**config.mk**
```make
export PLATFORM = sky130hd
export DESIGN_NAME = int_to_fp_converter
export DESIGN_NICKNAME = d
export VERILOG_FILES = /design/src/rtl/int_to_fp_converter_pkg.sv /design/src/rtl/fp16_round_pack.sv /design/src/rtl/int_to_fp_converter.sv
export SDC_FILE = /design/constraint.sdc
export NUM_CORES = 1
export LEC_CHECK = 0
export BUFFER_PORTS_ARGS = -buffer_cell sky130_fd_sc_hd__buf_2
export CAP_MARGIN = 40
export CORE_ASPECT_RATIO = 0.6
export CORE_UTILIZATION = 45
export CTS_CLUSTER_SIZE = 25
export DETAILED_ROUTE_END_ITERATION = 8
export PLACE_DENSITY = 0.64
export SETUP_SLACK_MARGIN = 0.1
export SLEW_MARGIN = 10
export SYNTH_ARGS = -nofsm -noshare
export SYNTH_HDL_FRONTEND = slang
export SYNTH_SLANG_ARGS = --single-unit
```
**constraint.sdc**
```tcl
create_clock -name clk -period 2.3 [get_ports clk]
set_input_delay 0.115 -clock clk [delete_from_list [all_inputs] [get_ports clk]]
set_output_delay 0.115 -clock clk [all_outputs]
set_load 0.1 [all_outputs]
```
**src/rtl/int_to_fp_converter_pkg.sv**
```systemverilog
// int_to_fp_converter_pkg: fp16 format constants, rounding modes and converter state encoding
package int_to_fp_converter_pkg;
  localparam int FP16_EXP_W  = 5;
  localparam int FP16_MANT_W = 10;
  localparam int FP16_BIAS   = 15;
  localparam int ROUND_TRUNC = 0;
  localparam int ROUND_RNE   = 1;
  typedef enum logic [1:0] {S_IDLE, S_NORM, S_ROUND, S_DONE} state_e;
endpackage

```
**src/rtl/fp16_round_pack.sv**
```systemverilog
// fp16_round_pack: rounds a normalised 16-bit magnitude and packs it into an fp16 word
module fp16_round_pack
  import int_to_fp_converter_pkg::*;
#(
  parameter int EXP_BIAS   = FP16_BIAS,
  parameter int ROUND_MODE = ROUND_RNE
) (
  input  logic [14:0] mag_i,
  input  logic [3:0]  sc_i,
  input  logic        sign_i,
  output logic [15:0] r_o,
  output logic        inexact_o
);
  logic [FP16_MANT_W-1:0] mant;
  logic [FP16_MANT_W:0]   mant_sum;
  logic [FP16_EXP_W-1:0]  expo;
  logic                   guard, sticky, inc;
  // mag_i excludes the implicit leading one; a mantissa carry-out bumps the exponent
  always_comb begin
    mant      = mag_i[14:5];
    guard     = mag_i[4];
    sticky    = |mag_i[3:0];
    inc       = (ROUND_MODE != ROUND_TRUNC) && guard && (sticky || mant[0]);
    mant_sum  = {1'b0, mant} + {{FP16_MANT_W{1'b0}}, inc};
    expo      = FP16_EXP_W'(EXP_BIAS + 15) - {1'b0, sc_i}
              + {{(FP16_EXP_W-1){1'b0}}, mant_sum[FP16_MANT_W]};
    r_o       = {sign_i, expo, mant_sum[FP16_MANT_W-1:0]};
    inexact_o = guard | sticky;
  end
endmodule

```
**src/rtl/int_to_fp_converter.sv**
```systemverilog
// int_to_fp_converter: multi-cycle 16-bit signed integer to fp16 converter with start/busy/done
module int_to_fp_converter
  import int_to_fp_converter_pkg::*;
#(
  parameter int EXP_BIAS   = FP16_BIAS,
  parameter int ROUND_MODE = ROUND_RNE
) (
  input  logic        clk,
  input  logic        reset_n,
  input  logic        start,
  input  logic [15:0] x,
  output logic        busy,
  output logic        done,
  output logic [15:0] r,
  output logic        negative,
  output logic        zero,
  output logic        inexact
);
  state_e      state_q, state_d;
  logic [15:0] mag_q, mag_d, r_q, r_d, abs_x, rp_r;
  logic [3:0]  sc_q, sc_d;
  logic        sign_q, sign_d, neg_q, neg_d, zero_q, zero_d, inexact_q, inexact_d, rp_inexact;

  assign abs_x = x[15] ? -x : x;

  fp16_round_pack #(.EXP_BIAS(EXP_BIAS), .ROUND_MODE(ROUND_MODE)) u_round_pack (
    .mag_i    (mag_q[14:0]),
    .sc_i     (sc_q),
    .sign_i   (sign_q),
    .r_o      (rp_r),
    .inexact_o(rp_inexact)
  );

  // state, datapath and result registers; reset abandons any conversion in flight
  always_ff @(posedge clk or negedge reset_n) begin
    if (!reset_n) begin
      state_q   <= S_IDLE;
      mag_q     <= '0;
      sc_q      <= '0;
      sign_q    <= 1'b0;
      r_q       <= '0;
      neg_q     <= 1'b0;
      zero_q    <= 1'b0;
      inexact_q <= 1'b0;
    end else begin
      state_q   <= state_d;
      mag_q     <= mag_d;
      sc_q      <= sc_d;
      sign_q    <= sign_d;
      r_q       <= r_d;
      neg_q     <= neg_d;
      zero_q    <= zero_d;
      inexact_q <= inexact_d;
    end
  end

  // next state: zero operands skip NORM and are packed as +0 in ROUND so latency stays at 2
  always_comb begin
    state_d   = state_q;
    mag_d     = mag_q;
    sc_d      = sc_q;
    sign_d    = sign_q;
    r_d       = r_q;
    neg_d     = neg_q;
    zero_d    = zero_q;
    inexact_d = inexact_q;
    unique case (state_q)
      S_IDLE: if (start) begin
        sign_d  = x[15];
        mag_d   = abs_x;
        sc_d    = '0;
        state_d = (abs_x == '0) ? S_ROUND : S_NORM;
      end
      S_NORM: begin
        state_d = mag_q[15] ? S_ROUND : S_NORM;
        mag_d   = mag_q[15] ? mag_q : mag_q << 1;
        sc_d    = mag_q[15] ? sc_q : sc_q + 4'd1;
      end
      S_ROUND: begin
        r_d       = (mag_q == '0) ? '0 : rp_r;
        inexact_d = (mag_q != '0) && rp_inexact;
        neg_d     = r_d[15];
        zero_d    = (r_d == '0);
        state_d   = S_DONE;
      end
      S_DONE: state_d = S_IDLE;
      default: state_d = S_IDLE;
    endcase
  end

  assign busy     = (state_q != S_IDLE);
  assign done     = (state_q == S_DONE);
  assign r        = r_q;
  assign negative = neg_q;
  assign zero     = zero_q;
  assign inexact  = inexact_q;
endmodule

```
==> flow_metrics.tcl, run 1 <==
set metrics [dict create \
    status "complete, no violations" \
    powerDensity_mw_per_mm2 1504 \
    ys_ff_latch 41 \
    arrival_ns 2.30 \
    slew_headroom_pct 59.89 \
    fin_crit_sh_pct 92.42 \
    coreArea_sq_mm 0.005080 \
    max_freq_ghz 0.4704 \
    viasPerCell 5.584 \
    htree_levels 2 \
    rows 20 \
    synth_cell_type_count 44 \
    ys_warn_count 0 \
    drv_slew 0 \
    final_cell_area_sq_mm 0.002861 \
    cts_setup_buffers 0 \
    critical_path_class "in2reg" \
    clk_pin_slew_worst_paths_ns 0.08 \
    cts_tree "done" \
    root_buffer "clkbuf_8" \
    gr-usage-all-layers_pct 21.81 \
    grt_start_max_net_pins 35 \
    drtIter0Drc 95 \
    ant_nets 0 \
    setup_viol 0 \
    io_pins 40 \
    cts.sinks 41 \
    worstMarginPinSlew_ns 0.6017 \
    antennaDiodeCount 0 \
    fin_setup_tns_ns 0 \
    fin_crit_ns 2.126 \
    hpwlAfterDp_mm 4.134 \
    hold_viol_final 0 \
    synth_area_sq_mm 0.002389 \
    grt_pass1_wl_mm 9.287 \
    path_max_fanout 5 \
    fin_skew_ns 0.005378 \
    synth_edf_count 0 \
    antenna_found_initial 0 \
    fin_nets 334 \
    drive_gt1_share_pct 22.19 \
    vias 2105 \
    clk_latency_ns 0.29 \
    async_flop_share_pct 100.0 \
    yosysSeqAreaShare_pct 42.95 \
    firstDrtPassIters 5 \
    gr-total-overflow 0 \
    drc 0 \
    start_util_pct 47.02 \
    drt_wl_total_mm 5.605 \
    critical_path_required_ns 2.47 \
    area_growth_pct 19.80 \
    p_leak_nw 1.298 \
    io_buffers 39 \
    syn_inst 260 \
    die_height_microns 58.44 \
    maxCapViolCount 0 \
    vdd_ir_drop_max_v 0.001246 \
    min_path_type "in2reg" \
    cp-start-kind "input pin" \
    synth_nets 284 \
    rsz0062_at_grt "yes" \
    clk_path_buf_depth 2 \
    post_drt_wl_per_cell_microns 14.87 \
    placed_area_sq_mm 0.002760 \
    cts_made_buffers 5 \
    setup.worst_path.end_class "flip-flop" \
    grt_pass1_vias 1909 \
    gp_congestion 0.7976 \
    syn_avg_cell_area_sq_um 9.187 \
    die_w_microns 96.06 \
    die_area_sq_mm 0.005613 \
    synth_flop_cell "dfrtp_1" \
]
timing repair:
item,in CTS,in global routing
resized for setup,0,2
endpoints found under the hold margin,41,0
endpoints found under the setup margin,0,2
hold buffers,1,0
flip-flops by register name, summed over array words and instances, names as in the netlist:
| signal | cells |
|---|---|
| zero | 1 |
| sign_q | 1 |
| inexact | 1 |
| sc_q | 4 |
| state_q | 2 |
| mag_q | 16 |
| r | 16 |
layout by cell type (no fill, tap or decap), types with 3 or more instances in the layout:
cell type / n
ha_1: 5
buf_4: 19
nand3_1: 7
inv_1: 7
a21oi_1: 3
o41ai_1: 4
or3_1: 4
buf_2: 39
mux2_1: 3
and2_1: 3
o21ai_1: 13
or4_1: 3
clkbuf_8: 5
dfrtp_1: 41
mux2i_1: 3
nand2b_1: 5
nor2_1: 14
o21ai_0: 16
xor2_1: 19
o31ai_1: 10
xnor2_1: 5
clkbuf_1: 3
nand2_1: 32
nor4_1: 7
a22oi_1: 12
per-layer routing:
| metal | up-vias | GRT usage (%) | routed length (microns) |
|---|---|---|---|
| li1 | 1048 | - | - |
| met4 | 0 | 5.544 | 49 |
| met1 | 986 | 35.21 | 3074 |
| met2 | 62 | 28.77 | 2207 |
| met3 | 9 | 4.651 | 274 |
| met5 | - | 0 | 0 |
where the power goes:
group | total (mW) | switching [mW] | internal [mW]
Clock | 0.454 | 0.239 | 0.216
Combinational | 2.50 | 1.87 | 0.633
Sequential | 1.35 | 0.304 | 1.04
Total | 4.30 | 2.41 | 1.89
worst paths after layout:
path | slack (ns) | start | cells after the start | to
worst max register to register | 0.23 | mag_q[5]$_DFFE_PN0P_ | 9 | r[14]$_DFFE_PN0P_
worst min register to register | 0.48 | r[13]$_DFFE_PN0P_ | 2 | r[13]$_DFFE_PN0P_
min in group asynchronous | 0.20 | reset_n | 2 | r[0]$_DFFE_PN0P_
max in group asynchronous | 1.66 | reset_n | 3 | r[15]$_DFFE_PN0P_
worst min-delay path | 0.11 | start | 3 | state_q[1]$_DFFE_PN0P_
worst max-delay path | 0.17 | x[3] | 7 | state_q[0]$_DFFE_PN0P_
logic make-up (layout without fill, tap and decap cells):
group / Yosys count / in the layout / share of synthesized area [%]
AND/OR/NAND/NOR: 86 / 86 / 17.76
AO/OA/AOI/OAI: 73 / 73 / 20.74
flip-flops: 41 / 41 / 42.95
XOR/XNOR: 24 / 24 / 8.800
buffers and inverters: 24 / 75 / 3.981
multiplexers: 7 / 7 / 3.143
adder cells (fa/ha/maj): 5 / 5 / 2.619
cell type report:
type,count,area (sq um)
fill,493,2218
multi-input combinational,195,1279
sequential,41,1026
timing repair buffer,60,367.9
tap,66,82.58
clock buffer,8,80.08
inverter,7,26.28
worst max-delay path, cell delays in order:
cell     delay, ns
buf_2         0.10
or4_1         0.64
o41ai_1       0.42
xor2_1        0.24
and4_1        0.25
nand3_1       0.12
o41a_1        0.40
stage by stage:
step	setup slack, ns	util [%]	power [mW]	hold slack [ns]	cells
after floorplan	0.1693	-	3.334	-0.1806	260
after CTS	0.1771	56.11	4.312	0.1047	377
after detailed placement	-0.1347	54.34	3.849	-0.02459	368
final	0.1743	56.33	4.303	0.1147	377
after global routing	0.09896	56.33	4.598	0.1427	377
after global placement	-0.0003513	53.94	3.818	0.2972	367
Yosys cell counts (3+ instances only):
master / count / area (sq um)
o31ai_1: 11 / 82.58
ha_1: 5 / 62.56
mux2_1: 3 / 33.78
clkbuf_1: 15 / 56.30
nor2_1: 14 / 52.55
inv_1: 7 / 26.28
o41ai_1: 4 / 35.03
a21oi_1: 3 / 15.01
or3_1: 4 / 25.02
nor4_1: 7 / 43.79
xnor2_1: 5 / 43.79
o21ai_1: 13 / 65.06
or4_1: 3 / 22.52
xor2_1: 19 / 166.4
mux2i_1: 3 / 30.03
nand2b_1: 5 / 31.28
a22oi_1: 12 / 90.09
and2_1: 3 / 18.77
o21ai_0: 16 / 80.08
nand3_1: 7 / 35.03
nand2_1: 32 / 120.1
dfrtp_1: 41 / 1026
Power figures use the tool's default switching activity.
==> run 2, diff against run 1 <==
Settings changed: CORE_MARGIN set to 2, GPL_TIMING_DRIVEN set to 0, SYNTH_HIERARCHICAL set to 1.
==> run 2 against run 1 <==
Against the previous run:
- the run now ends with setup timing left
- largest cell class unchanged
- critical path type is now reg2reg
- combinational power grew 4%
- sequential share of layout area shrank 1.5 points
- sequential power is essentially flat
- maximum frequency shrank 8.8%
- register-to-register slack lost 0.26 ns
- first-iteration DRC count grew 69%
- cell count grew 5.0%
- largest power group unchanged
- core utilization grew 2.3 points
==> flow_metrics.tcl, run 2 <==
set metrics [dict create \
    min_path_type "in2reg" \
    firstDrtPassIters 4 \
    cp-start-kind "flip-flop" \
    ys_warn_count 6 \
    die_w_microns 98.96 \
    fin_skew_ns 0.005056 \
    antenna_found_initial 0 \
    post_drt_wl_per_cell_microns 15.52 \
    powerDensity_mw_per_mm2 1524 \
    hpwlAfterDp_mm 4.686 \
    rsz0062_at_grt "yes" \
    violations "setup timing" \
    synth_area_leader_cell "dfrtp_1" \
    setup_viol 1 \
    vias 2224 \
    final_cell_mix "49 x nand2_1, 39 x buf_2, 37 x o21ai_0" \
    syn_avg_cell_area_sq_um 8.758 \
    start_util_pct 47.46 \
    gr-total-overflow 0 \
    io_buffers 39 \
    whs_ns 0.04689 \
    grt_pass1_wl_mm 10.72 \
    drt_wl_total_mm 6.147 \
    drv_slew 0 \
    max_freq_ghz 0.4289 \
    antennaDiodeCount 0 \
    path_max_fanout 3 \
    io_pins 40 \
    gr-usage-met2_pct 33.11 \
    cts.sinks 41 \
    grt_pass1_vias 2107 \
    use_met3_pct 4.724 \
    viasPerCell 5.616 \
    synthTopCellsByArea "dfrtp_1 42%, o21ai_0 7.8%, nand2_1 7.7%" \
    placed_area_sq_mm 0.002760 \
    root_buffer "clkbuf_8" \
    die_area_sq_mm 0.006034 \
    grt_start_max_net_pins 24 \
    slew_headroom_pct 66.43 \
    synth_edf_count 0 \
    area_growth_pct 23.54 \
    fillers 479 \
    htree_levels 2 \
    syn_inst 278 \
    clk_latency_ns 0.29 \
    yosysSeqAreaShare_pct 42.14 \
    hold_viol_final 0 \
    drc 0 \
    fin_crit_sh_pct 101.4 \
    vdd_ir_drop_max_v 0.0008844 \
    drtIter0Drc 161 \
    ys_ff_latch 41 \
    synth_nets 302 \
    maxCapViolCount 0 \
    fin_crit_ns 2.331 \
    gr-usage-all-layers_pct 22.83 \
    top_usage_layer "met1" \
    p_leak_nw 1.316 \
    setup_ws_ns -0.03135 \
    synth_flop_cell "dfrtp_1" \
    pre_cts_ws_ns -0.4030 \
    cts_made_buffers 5 \
    coreArea_sq_mm 0.005130 \
    fin_setup_tns_ns -0.03135 \
    async_flop_share_pct 100.0 \
    ant_nets 0 \
    yosysTopAreaCellShare_pct 42.14 \
    setup.worst_path.end_class "flip-flop" \
    die_height_microns 60.98 \
    status "finished, violations left" \
    worstMarginPinSlew_ns 0.5035 \
    fin_nets 353 \
    final_cell_area_sq_mm 0.003008 \
    critical_path_required_ns 2.52 \
    critical_path_class "reg2reg" \
    ys_top_cells_by_count "50 x nand2_1, 41 x dfrtp_1, 38 x o21ai_0" \
    clk_path_buf_depth 2 \
    clk_pin_slew_worst_paths_ns 0.08 \
    synth_area_sq_mm 0.002435 \
    synth_cell_type_count 46 \
    p_total_mw 4.585 \
    regToRegSetupSlack_ns -0.03 \
    final_common_cell "nand2_1" \
    drive_gt1_share_pct 24.55 \
    arrival_ns 2.55 \
    rows 20 \
    synth_most_common_cell "nand2_1" \
    grt.met1_usage_pct 35.66 \
    gp_congestion 0.8528 \
    cts_tree "done" \
]
==> run 2: cell types whose count changed after synthesis, moves of 5 or more <==
cell / change
nand2_1: +18
o31ai_1: -7
o21ai_0: +22
clkbuf_1: -5
o21ai_1: -13
==> run 2: per-stage QoR <==
stage	util, %	instances
4_1_cts	57.98	396
3_3_place_gp	53.27	383
3_5_place_dp	53.80	384
2_1_floorplan	-	278
6_report	58.63	396
5_1_grt	58.63	396
==> run 2: layer usage <==
metal  vias to the layer above  wire (microns)
met5                         -               0
met4                         0               7
met3                         2             262
met2                        43            2527
met1                      1091            3349
li1                       1088               -
==> run 2: final timing paths <==
check                                startpoint                    end  depth (start not counted)
min                                       x[14]  mag_q[15]$_DFFE_PN0P_                          2
max                        mag_q[4]$_DFFE_PN0P_       zero$_DFFE_PN0P_                         10
min reg2reg                    r[2]$_DFFE_PN0P_       r[2]$_DFFE_PN0P_                          2
min in group asynchronous               reset_n   mag_q[3]$_DFFE_PN0P_                          2
max in group asynchronous               reset_n  mag_q[10]$_DFFE_PN0P_                          3
max reg2reg                mag_q[4]$_DFFE_PN0P_       zero$_DFFE_PN0P_                         10
==> run 2: timing repair <==
action | CTS | global route
setup endpoints to repair | 2 | 21
cloned | 0 | 0
setup buffers | 3 | 0
pin swaps | 3 | 0
hold buffers | 1 | 0
endpoints found under the hold margin | 18 | 0
resized for setup | 13 | 9
==> run 2: critical path: stages (launching register included) <==
cell and delay, ns:
dfrtp_2 0.38, and2_4 0.15, ha_4 0.15, nand2_4 0.06, or4_4 0.45, ha_4 0.19
ha_4 0.25, inv_2 0.04, nor4_4 0.30, a41oi_1 0.16, o21ai_1 0.13
==> run 2: logic make-up after synthesis <==
| logic type | after synthesis | synth area share (%) |
|---|---|---|
| xor gates and xnor gates | 25 | 8.993 |
| buffers and inverters | 22 | 3.700 |
| adders and majority gates | 5 | 2.569 |
| DFF | 41 | 42.14 |
| AOI/OAI and AO/OA | 69 | 17.88 |
| muxes | 4 | 1.747 |
| and+or+nand+nor | 112 | 22.97 |
==> run 2: final cells by class <==
type	instances	area (sq um)	share of cell area [%]
repair buffers	44	255.2	8.486
clock inverters	1	30.03	0.9983
multi-input cells	215	1429	47.50
flip-flops and latches	41	1032	34.32
inverters	8	30.03	0.9983
clock buffers	7	86.33	2.870
plain buffers	14	62.56	2.080
well taps	66	82.58	2.745
==> run 2: where the power goes <==
group / switching [mW] / internal (mW)
Clock: 0.247 / 0.354
Combinational: 1.93 / 0.674
Sequential: 0.338 / 1.04
Total: 2.52 / 2.07
==> run 3, diff against run 2 <==
Settings changed: CORE_UTILIZATION 45 to 56, PLACE_DENSITY 0.64 to 0.77.
==> run 3 against run 2 <==
Against the previous run:
- the flow still finishes with violations (setup timing)
- non-clock buffer count is the same
- first-iteration DRC count shrank 15%
- core utilization grew 12 points
- worst setup slack lost 0.028 ns
- combinational power is essentially flat
- global-route usage grew 3.7 points
- clock skew is essentially flat
- worst hold slack gained 0.010 ns
- sequential cell count is the same
- maximum frequency shrank 1.2%
- clock-buffer cell count is the same
- critical path type unchanged
- highest routed layer unchanged
==> flow_metrics.tcl, run 3 (synthesis results as in run 2) <==
set metrics [dict create \
    status "finished, violations left" \
    violations "setup timing" \
    ant_nets 0 \
    cts.sinks 41 \
    cts_tree "done" \
    final_cells 390 \
    gr-total-overflow 0 \
    fin_crit_sh_pct 102.6 \
    setup.worst_path.end_class "flip-flop" \
    whs_path_depth 2 \
    critical_path_class "reg2reg" \
    antenna_found_initial 0 \
    regToRegSetupSlack_ns -0.06 \
    clk_pin_slew_worst_paths_ns 0.08 \
    max_freq_ghz 0.4238 \
    drv_slew 0 \
    setup_ws_ns -0.05945 \
    grt_pass1_wl_mm 9.501 \
    gr-usage-met2_pct 37.53 \
    worstMarginPinSlew_ns 0.5125 \
    fin_skew_ns 0.005081 \
    cts_made_buffers 5 \
    fin_crit_ns 2.359 \
    die_area_sq_mm 0.004909 \
    fin_util_pct 71.01 \
    cp_num_buf_inv 0 \
    min_to "mag_q[15]$_DFFE_PN0P_" \
    die_height_microns 55.08 \
    setup_viol 1 \
    hpwlAfterDp_mm 4.488 \
    cp_cell_sequence "and2_1 -> ha_2 -> nand2_2 -> or4_4 -> ha_4 -> ha_4 -> xnor2_2 -> nor4_2 -> a41oi_1 -> o21ai_1" \
    fin_nets 353 \
    vdd_ir_drop_max_v 0.001090 \
    vias 2257 \
    slowest_stage "or4_4" \
    path_max_fanout 3 \
    cpMostUsedCell "ha_4" \
    start_util_pct 58.76 \
    reg2reg_to "zero$_DFFE_PN0P_" \
    area_growth_pct 20.86 \
    top_usage_layer "met1" \
    clk_path_buf_depth 2 \
    htree_levels 2 \
    antennaDiodeCount 0 \
    post_drt_wl_per_cell_microns 15.20 \
    post-place-cells 378 \
    arrival_ns 2.58 \
    viasPerCell 5.787 \
    maxCapViolCount 0 \
    slew_headroom_pct 65.83 \
    firstDrtPassIters 5 \
    min_path_type "in2reg" \
    drive_gt1_share_pct 23.33 \
    hold_viol_final 0 \
    use_met3_pct 7.270 \
    die_w_microns 89.13 \
    cpPeakStageDelay_ns 0.45 \
    grt.met1_usage_pct 40.00 \
    final_common_cell "nand2_1" \
    drtIter0Drc 137 \
    cp-start-kind "flip-flop" \
    gr-usage-all-layers_pct 26.52 \
    p_leak_nw 1.300 \
    crit_family "simple AND/OR/NAND/NOR gates" \
    io_buffers 39 \
    drc 0 \
    min-delay-start "x[14]" \
    coreArea_sq_mm 0.004144 \
    rsz0062_at_grt "yes" \
    p_total_mw 4.436 \
    clk_latency_ns 0.30 \
    grt_start_max_net_pins 22 \
    io_pins 40 \
    r2r-start "mag_q[4]$_DFFE_PN0P_" \
    r2r_cells 10 \
    gp_congestion 0.9239 \
    powerDensity_mw_per_mm2 1508 \
    root_buffer "clkbuf_8" \
    critical_path_required_ns 2.52 \
    worst-path-stages 10 \
    fillers 343 \
    final_cell_mix "49 x nand2_1, 40 x dfrtp_1, 39 x buf_2" \
    grt_pass1_vias 1990 \
    drt_wl_total_mm 5.927 \
    rows 18 \
]
-- run 3: cell count changes in the layout (fill, tap and decap cells not counted), sizes merged --
cell,before,now
clkbuf,17,18
clkinv,0,1
buf,47,46
bufinv,1,0
-- run 3: cell type report --
class | count | area, sq um | share of cell area [%]
clock inverters | 1 | 5.005 | 0.1701
flip-flops and latches | 41 | 1027 | 34.91
multi-input cells | 215 | 1391 | 47.28
well taps | 60 | 75.07 | 2.551
plain buffers | 14 | 62.56 | 2.126
clock buffers | 7 | 96.34 | 3.274
repair buffers | 44 | 255.2 | 8.673
inverters | 8 | 30.03 | 1.020
-- run 3: routing by layer --
layer,part of all wire [%],vias to the layer above,wire (microns)
met2,41,87,2444
met3,8.3,7,489
met1,50,1075,2947
met5,0,-,0
li1,-,1088,-
met4,0.76,0,45
-- run 3: power by group --
part	total (mW)	internal, mW	switching (mW)
clock network	0.518	0.271	0.247
registers	1.35	1.03	0.317
logic	2.57	0.649	1.92
-- run 3: metrics by stage --
stage,hold WS (ns),instance area (sq um),TNS (ns),worst slack [ns]
2_1_floorplan,-0.1806,2455,0,0.03368
3_5_place_dp,0.1035,2753,-0.3427,-0.3427
5_1_grt,0.05528,2943,-0.1670,-0.1670
3_3_place_gp,0.2788,2725,-0.3482,-0.3482
6_report,0.05701,2943,-0.05945,-0.05945
4_1_cts,0.04987,2923,-0.03294,-0.03294
-- run 3: worst max path at each step --
| stage | start | to | slack (ns) |
|---|---|---|---|
| 2_1_floorplan | mag_q[4]$_DFFE_PN0P_ | zero$_DFFE_PN0P_ | 0.03 |
| 5_1_grt | mag_q[5]$_DFFE_PN0P_ | zero$_DFFE_PN0P_ | -0.17 |
| 3_3_place_gp | mag_q[4]$_DFFE_PN0P_ | zero$_DFFE_PN0P_ | -0.35 |
| 3_5_place_dp | mag_q[4]$_DFFE_PN0P_ | zero$_DFFE_PN0P_ | -0.34 |
| 4_1_cts | mag_q[4]$_DFFE_PN0P_ | zero$_DFFE_PN0P_ | -0.03 |
| 6_report | mag_q[4]$_DFFE_PN0P_ | zero$_DFFE_PN0P_ | -0.06 |
-- run 3: repair_timing --
item | in CTS | in global routing
buffers inserted | 3 | 0
hold buffers | 1 | 0
hold endpoints to repair | 20 | 0
resized for setup | 6 | 6
setup endpoints to repair | 2 | 13
pin swaps | 2 | 1
